### src/rtl/median_pkg.sv
// Shared defaults and FSM state encoding for the block order-statistic engine.
package median_pkg;

  localparam int DEF_D_WIDTH = 8;
  localparam int DEF_A_WIDTH = 8;
  localparam int DEF_R_WIDTH = 3;

  typedef enum logic [2:0] {
    ST_IDLE  = 3'd0,
    ST_READ  = 3'd1,
    ST_CAPT  = 3'd2,
    ST_WRITE = 3'd3,
    ST_DONE  = 3'd4
  } state_e;

endpackage

### src/rtl/median_sort_ins.sv
// Insertion-sorted register array: each valid sample lands in its ascending slot
// in one cycle; equal values are placed after existing copies.
module median_sort_ins
  import median_pkg::*;
#(
  parameter int D_WIDTH = DEF_D_WIDTH,
  parameter int R_WIDTH = DEF_R_WIDTH,
  parameter int SIGNED  = 0
) (
  input  logic               clk_i,
  input  logic               rst_ni,
  input  logic               ins_vld_i,
  input  logic [D_WIDTH-1:0] ins_data_i,
  input  logic               clr_i,
  input  logic [R_WIDTH-1:0] rd_idx_i,
  output logic [D_WIDTH-1:0] rd_data_o
);

  localparam int BLK = 1 << R_WIDTH;

  logic [BLK-1:0]              vld_q;
  logic [BLK-1:0][D_WIDTH-1:0] data_q;
  logic [BLK-1:0][D_WIDTH-1:0] data_d;
  logic [BLK-1:0]              keep;

  // Extending by one bit lets one signed compare serve both number formats.
  function automatic logic le(input logic [D_WIDTH-1:0] a, input logic [D_WIDTH-1:0] b);
    logic signed [D_WIDTH:0] sa;
    logic signed [D_WIDTH:0] sb;
    if (SIGNED != 0) begin
      sa = {a[D_WIDTH-1], a};
      sb = {b[D_WIDTH-1], b};
    end else begin
      sa = {1'b0, a};
      sb = {1'b0, b};
    end
    return sa <= sb;
  endfunction

  always_comb begin
    keep = '0;
    for (int j = 0; j < BLK; j++) begin
      keep[j] = vld_q[j] && le(data_q[j], ins_data_i);
    end
    data_d    = data_q;
    data_d[0] = keep[0] ? data_q[0] : ins_data_i;
    for (int j = 1; j < BLK; j++) begin
      if (keep[j])          data_d[j] = data_q[j];
      else if (keep[j-1])   data_d[j] = ins_data_i;
      else                  data_d[j] = data_q[j-1];
    end
  end

  always_ff @(posedge clk_i or negedge rst_ni) begin
    if (!rst_ni) begin
      vld_q  <= '0;
      data_q <= '0;
    end else if (clr_i) begin
      vld_q  <= '0;
      data_q <= '0;
    end else if (ins_vld_i) begin
      vld_q  <= {vld_q[BLK-2:0], 1'b1};
      data_q <= data_d;
    end
  end

  assign rd_data_o = data_q[rd_idx_i];

endmodule

### src/rtl/median_rank_engine.sv
// Streams fixed-size blocks from an input memory, ranks each block and writes the
// selected order statistic per block to an output memory.
module median_rank_engine
  import median_pkg::*;
#(
  parameter int D_WIDTH = DEF_D_WIDTH,
  parameter int A_WIDTH = DEF_A_WIDTH,
  parameter int R_WIDTH = DEF_R_WIDTH,
  parameter int SIGNED  = 0
) (
  input  logic                       Clk,
  input  logic                       Rst_n,
  input  logic                       Go_t,
  input  logic [R_WIDTH-1:0]         Rank,
  input  logic [A_WIDTH-R_WIDTH:0]   NBlk,
  output logic [A_WIDTH-1:0]         MA_Addr,
  output logic                       MA_en,
  input  logic [D_WIDTH-1:0]         MA_do,
  output logic [A_WIDTH-R_WIDTH-1:0] MO_Addr,
  output logic [D_WIDTH-1:0]         MO_di,
  output logic                       MO_en,
  output logic                       MO_we,
  output logic                       Busy,
  output logic                       Done_t
);

  localparam int B_WIDTH = A_WIDTH - R_WIDTH;
  localparam int NB_W    = B_WIDTH + 1;
  localparam logic [NB_W-1:0]    NB_MAX  = {1'b1, {B_WIDTH{1'b0}}};
  localparam logic [NB_W-1:0]    BLK_ONE = NB_W'(1);
  localparam logic [R_WIDTH-1:0] SMP_ONE = R_WIDTH'(1);

  state_e             state_q;
  logic [R_WIDTH-1:0] rank_q;
  logic [NB_W-1:0]    nblk_q;
  logic [NB_W-1:0]    blk_q;
  logic [R_WIDTH-1:0] smp_q;
  logic               rd_vld_q;

  logic [NB_W-1:0]    blk_nxt;
  logic [NB_W-1:0]    nblk_lim;
  logic [D_WIDTH-1:0] srt_data;

  assign blk_nxt  = blk_q + BLK_ONE;
  assign nblk_lim = (NBlk > NB_MAX) ? NB_MAX : NBlk;

  always_ff @(posedge Clk or negedge Rst_n) begin
    if (!Rst_n) begin
      state_q  <= ST_IDLE;
      rank_q   <= '0;
      nblk_q   <= '0;
      blk_q    <= '0;
      smp_q    <= '0;
      rd_vld_q <= 1'b0;
    end else begin
      // Read data returns one cycle after its request; this flag marks it for insertion.
      rd_vld_q <= (state_q == ST_READ);
      case (state_q)
        ST_IDLE: begin
          if (Go_t) begin
            rank_q  <= Rank;
            nblk_q  <= nblk_lim;
            blk_q   <= '0;
            smp_q   <= '0;
            state_q <= (nblk_lim == '0) ? ST_DONE : ST_READ;
          end
        end
        ST_READ: begin
          smp_q <= smp_q + SMP_ONE;
          if (&smp_q) state_q <= ST_CAPT;
        end
        ST_CAPT:  state_q <= ST_WRITE;
        ST_WRITE: begin
          if (blk_nxt < nblk_q) begin
            blk_q   <= blk_nxt;
            state_q <= ST_READ;
          end else begin
            state_q <= ST_DONE;
          end
        end
        ST_DONE:  state_q <= ST_IDLE;
        default:  state_q <= ST_IDLE;
      endcase
    end
  end

  median_sort_ins #(
    .D_WIDTH (D_WIDTH),
    .R_WIDTH (R_WIDTH),
    .SIGNED  (SIGNED)
  ) u_sort (
    .clk_i      (Clk),
    .rst_ni     (Rst_n),
    .ins_vld_i  (rd_vld_q),
    .ins_data_i (MA_do),
    .clr_i      (state_q == ST_WRITE),
    .rd_idx_i   (rank_q),
    .rd_data_o  (srt_data)
  );

  // Outputs decode only registered state, and are gated so idle/reset shows all zeros.
  always_comb begin
    MA_en   = (state_q == ST_READ);
    MA_Addr = MA_en ? {blk_q[B_WIDTH-1:0], smp_q} : '0;
    MO_we   = (state_q == ST_WRITE);
    MO_en   = MO_we;
    MO_Addr = MO_we ? blk_q[B_WIDTH-1:0] : '0;
    MO_di   = MO_we ? srt_data : '0;
    Busy    = (state_q == ST_READ) || (state_q == ST_CAPT) || (state_q == ST_WRITE);
    Done_t  = (state_q == ST_DONE);
  end

endmodule
### config.mk
export PLATFORM = sky130hd
export DESIGN_NAME = median_rank_engine
export DESIGN_NICKNAME = d
export VERILOG_FILES = /design/src/rtl/median_pkg.sv /design/src/rtl/median_sort_ins.sv /design/src/rtl/median_rank_engine.sv
export SDC_FILE = /design/constraint.sdc
export NUM_CORES = 1
export LEC_CHECK = 0
export ABC_AREA = 1
export CAP_MARGIN = 5
export CELL_PAD_IN_SITES_DETAIL_PLACEMENT = 0
export CELL_PAD_IN_SITES_GLOBAL_PLACEMENT = 2
export CORE_AREA = 3 3 148 150
export CTS_CLUSTER_SIZE = 14
export DETAILED_ROUTE_END_ITERATION = 12
export DIE_AREA = 0 0 151 153
export PLACE_DENSITY_LB_ADDON = 0.25
export SLEW_MARGIN = 5
export SYNTH_ARGS = -nofsm -noshare
export SYNTH_HDL_FRONTEND = slang
export SYNTH_SLANG_ARGS = --single-unit
### constraint.sdc
create_clock -name Clk -period 2 [get_ports Clk]
set_input_delay 0.5 -clock Clk [delete_from_list [all_inputs] [get_ports Clk]]
set_output_delay 0.5 -clock Clk [all_outputs]
set_load 0.1 [all_outputs]
**Word-level counts from Yosys, hierarchy flattened**

Cells that the tools add are included.

- Bitwise gates (word level): 0
- Divide/modulo/power cells: 0
- Add/sub/neg operators: 2
- Reduce and logical (&&, ||, !) cells: 28
- Shift-type cells: 0
- Eq/ne operators: 15
- Order comparisons: 11
- Multipliers: 0
- Multiplexer cells: 35

Operators with widths:

| kind | count |
|---|---|
| $mux 8 | 20 |
| $mux 64 | 2 |
| $le 8x8->1 | 8 |
| $bmux 8 s3 | 1 |
| $reduce_and 2->1 | 11 |
| $mux 6 | 3 |
| $ne 2x2->1 const B | 9 |
| $mux 3 | 5 |
| $pmux 3 s4 | 1 |
| $pmux 6 s2 | 1 |
| $logic_and 1x1->1 | 8 |
| $add 6x1->6 const B | 1 |
| $eq 3x2->1 const B | 2 |
| $gt 6x6->1 const B | 1 |
| $logic_not 6->1 | 1 |
| $lt 6x6->1 | 1 |
| $pmux 3 s2 | 1 |
| $reduce_and 3->1 | 2 |
| $reduce_bool 2->1 | 3 |
| $mux 5 | 1 |
| $lt 3x4->1 const B | 1 |
| $ne 2x1->1 const B | 2 |
| $add 3x1->3 const B | 1 |
| $eq 3x1->1 const B | 1 |
| other kinds (3) | 4 |

- Memories: 0
- Output and inout port bits: 26
- Memory bits (read-only): 0
- Input bits: 20
- Memory bits (writable): 0
- Flip-flop bits (word level): 94
- Latch bits: 0
- Word-level logic and storage cells: 106

**Logic depth before layout (Yosys ltp)**

- Depth in word-level cells: 6
- Mapped depth: 16
- Gate-level depth less buffers: 15

**Modules after synthesis**

A second synthesis with hierarchy kept.

- Cells, all modules: 1053
- Area total of the unflattened synthesis: 7280.7 sq um

Modules (own cells, without submodules):

| module | cells each | times used | sequential area each (sq um) | area an instance (sq um) |
|---|---|---|---|---|
| median_sort_ins | 855 | 1 | 1801.7 | 5886.9 |
| median_rank_engine | 198 | 1 | 550.5 | 1393.8 |

**Worst setup path after synthesis**

Ideal clock, no wire load.

- Path kind: reg-to-output
- Start: register state_q[2]
- End: output MO_di[6]
- Required time: 1.500 ns
- Setup slack: -1.416 ns
- Stages on the path, launching flop included: 8
- Buffers on the path: 2
- Arrival: 2.916 ns
- Path through: dfrtp_1 -> nor2_1 -> inv_2 -> nor2_4 -> buf_6 -> buf_4 -> nand2_1 -> a31oi_1

- Cells in the longest elaborated chain, start to end: 2

Ends and longest elaborated chain:

| item | RTL line | source |
|---|---|---|
| start: declaration | median_rank_engine.sv:33 | `state_e state_q;` |
| start signal: assignment | median_rank_engine.sv:65 | `state_q <= (nblk_lim == '0) ? ST_DONE : ST_READ;` |
| $eq 3x2->1 | median_rank_engine.sv:105 | `MO_we = (state_q == ST_WRITE);` |
| net MO_en | median_rank_engine.sv:21 | `output logic MO_en,` |
| $mux 8 | median_rank_engine.sv:108 | `MO_di = MO_we ? srt_data : '0;` |
| end: declaration | median_rank_engine.sv:20 | `output logic [D_WIDTH-1:0] MO_di,` |

The timed path passes the listed nets, and every way through them passes these cells.

**Worst setup path in the final report**

- Start: register rank_q[0]
- End: output MO_di[2]

- Cells in the longest elaborated chain, start to end: 3

Ends and longest elaborated chain:

| item | RTL line | source |
|---|---|---|
| start: declaration | median_rank_engine.sv:34 | `logic [R_WIDTH-1:0] rank_q;` |
| start signal: assignment | median_rank_engine.sv:61 | `rank_q <= Rank;` |
| $bmux 8 s3 | median_sort_ins.sv:67 | `assign rd_data_o = data_q[rd_idx_i];` |
| $mux 8 (not written as such) | median_sort_ins.sv:67 |  |
| $mux 8 | median_rank_engine.sv:108 |  |

No other way between the ends. The select of a mux whose other input is x is not followed.

==> qor.yml <==
numCtsBuffers: 9
synthesis.area_um2: 6953
via_count: 7303
place_hpwl_um: 18930
grt_use_total_pct: 23.45
min_path_type: "primary input to async pin"
finalCritPeriodShare_pct: 120.8
clock_latency_ns: 0.36
fin_crit_ns: 2.417
io_buffers: 45
cellPowerDensity_nw_per_um2: 908.3
path_clk_slew_ns: 0.07
worst_pin_slew_ns: 0.8294
die_area_um2: 23100
synth_fa_ha_area_share_pct: 12.96
worstSetupPathType: "flop to primary output"
yosysSeqAreaShare_pct: 33.83
cts_hold_buf: 0
synthDistinctLibCells: 33
violations: "setup timing"
first_iter_violations: 500
h-tree-depth: 3
synth-xor-area-share_pct: 0.5039
path_max_fanout: 8
report.final.slew_viol_count: 0
fp.dieW_um: 151
area_delta_synth_final_pct: 54.42
netlist_instances: 997
final_area_um2: 10740
wl_per_cell_um: 18.81
worstPathArrival_ns: 1.92
slew-limit-headroom_pct: 44.70
max_cap_violations: 0
layout_common_cells: "nand2_1 (288), inv_1 (101), dfrtp_1 (93)"
num_rows: 53
nNetsFinal: 1248
max_freq_mhz: 413.7
cts_tree: "done"
routed_wl_um: 27010
antenna_left: 0
startpoint: "rank_q[0]$_DFFE_PN0P_"
synthMuxAreaShare_pct: 0
dpl_cell_area_um2: 9005
antenna_found_initial: 0
yosys_warnings: 0
initial_core_util_pct: 33.39
finalSetupViolCount: 51
num_io_pins: 46
peakVddDrop_v: 0.0005932
hold_violations: 0
cellLeakagePower_nw: 5.428
r2r_start: "blk_q[1]$_DFFE_PN0P_"
diodes: 0
outcome: "finished, violations left"
viasPerCell: 5.086
overflow: 0
core-area_um2: 20820
grt_pass1_vias: 6992
clockRootBuffer: "clkbuf_16"
power_mw: 9.752
dr.pass1.iters: 5
final_layout_size_suffix_gt1_share_pct: 34.88
clock_path_buffers: 2
synth-seq-cells: 94
rsz0062_at_grt: "true"
synth_top_family_by_area: "simple AND/OR/NAND/NOR gates"
worstSetupStartpointType: "flop"
finalClockSkew_ns: 0.006942
fill_cells: 2057
grt_pass1_wl_um: 41220
die_h_um: 153
clkSinkCount: 94
fin_ws_ns: -0.4170
synthSimpleGateAreaFrac_pct: 33.35
grt_max_degree: 35
drc_errors: 0
gp_congestion: 0.8871
endpoint_kind: "primary output"
final_common_cell: "nand2_1"
syn_nets: 1089
synth-compound-area-share_pct: 10.60
synth.avg_cell_area_um2: 6.974
hold_ws_ns: 0.07528
cp.required_ns: 1.50
-- power breakdown --
part           switching (mW)  leakage (nW)  internal [mW]
Combinational            2.95          4.13           2.03
Clock                   0.829         0.151           1.08
Sequential              0.506          1.14           2.35
-- cells in the mapped netlist (all sizes together) --
library cell    n  area share, %
o21a            1           0.11
nand4           9           0.81
xor2            4           0.50
o22ai           9           0.81
or2             1          0.090
a21oi          51            4.5
o211ai          6           0.65
buf            14            1.3
a22o            1           0.13
nand2         351             19
inv           117            6.4
nor2           60            3.6
clkinv          1          0.054
a21o            8           0.86
clkbuf         19            1.0
dfrtp          94             34
a31oi           7           0.63
ha             72             13
o21ai          40            2.9
nand3         130            9.4
nor3            2           0.31
-- critical path, stage by stage, from the launching register on --
cell and delay, ns:
dfrtp_2 0.46, buf_12 0.15, buf_16 0.14, a21oi_2 0.10, o21ai_1 0.09, nand3_1 0.11, nand2_2 0.07, a31oi_4 0.22
buf_12 0.21
-- metal layers --
layer	global-route usage, %	share of wire (%)	wire length, µm
met5	0	0	0
met1	33.62	46	12380
met3	3.617	4.0	1081
met2	36.86	48	12920
met4	6.174	2.3	625
-- area by class of cell --
class,count,area [µm²],share of cell area (%)
Multi-Input combinational cell,753,5124,47.72
Sequential cell,94,2354,21.92
Timing Repair Buffer,178,2095,19.51
Inverter,118,485.5,4.522
Tap cell,275,344.1,3.205
Clock buffer,12,266.5,2.482
Clock inverter,4,53.80,0.5011
Timing Repair inverter,2,15.01,0.1398
-- logic make-up after synthesis --
kind of cell / after synthesis
and+or+nand+nor: 553
buffers and inverters: 151
adders and majority gates: 72
DFF: 94
AOI/OAI and AO/OA: 123
xor gates and xnor gates: 4
-- flip-flops by register name, indices dropped and copies added, names as in the netlist --
name / cells
blk_q: 6
nblk_q: 6
rank_q: 3
rd_vld_q: 1
smp_q: 3
state_q: 3
u_sort.data_q: 64
u_sort.vld_q: 8
-- per-stage QoR --
step	worst slack, ns	util, %	setup TNS (ns)	instances
2_1_floorplan	-0.6944	-	-8.101	997
3_3_place_gp	-0.7682	43.25	-46.82	1385
3_5_place_dp	-0.8076	43.25	-48.55	1385
4_1_cts	-0.4057	47.66	-4.897	1418
5_1_grt	-0.5032	51.56	-10.28	1436
6_report	-0.4170	51.56	-6.184	1436
-- final timing paths --
kind / to / slack (ns) / cells after the start
max in group asynchronous: u_sort.data_q[30]$_DFFE_PN0P_ / 1.35 / 2
worst min-delay path: u_sort.vld_q[5]$_DFFE_PN0P_ / 0.08 / 1
worst min register to register: u_sort.data_q[40]$_DFFE_PN0P_ / 0.49 / 2
min in group Clk: u_sort.data_q[40]$_DFFE_PN0P_ / 0.49 / 2
worst max-delay path: MO_di[2] / -0.42 / 8
worst max register to register: blk_q[1]$_DFFE_PN0P_ / -0.21 / 12
-- repair_timing --
item                                    CTS  global route
buffers inserted                         13            19
gates cloned                              5             3
resized for setup                       128           151
pin swaps                                32            94
endpoints found under the setup margin   96            96
(Power assumes the default switching activity.)
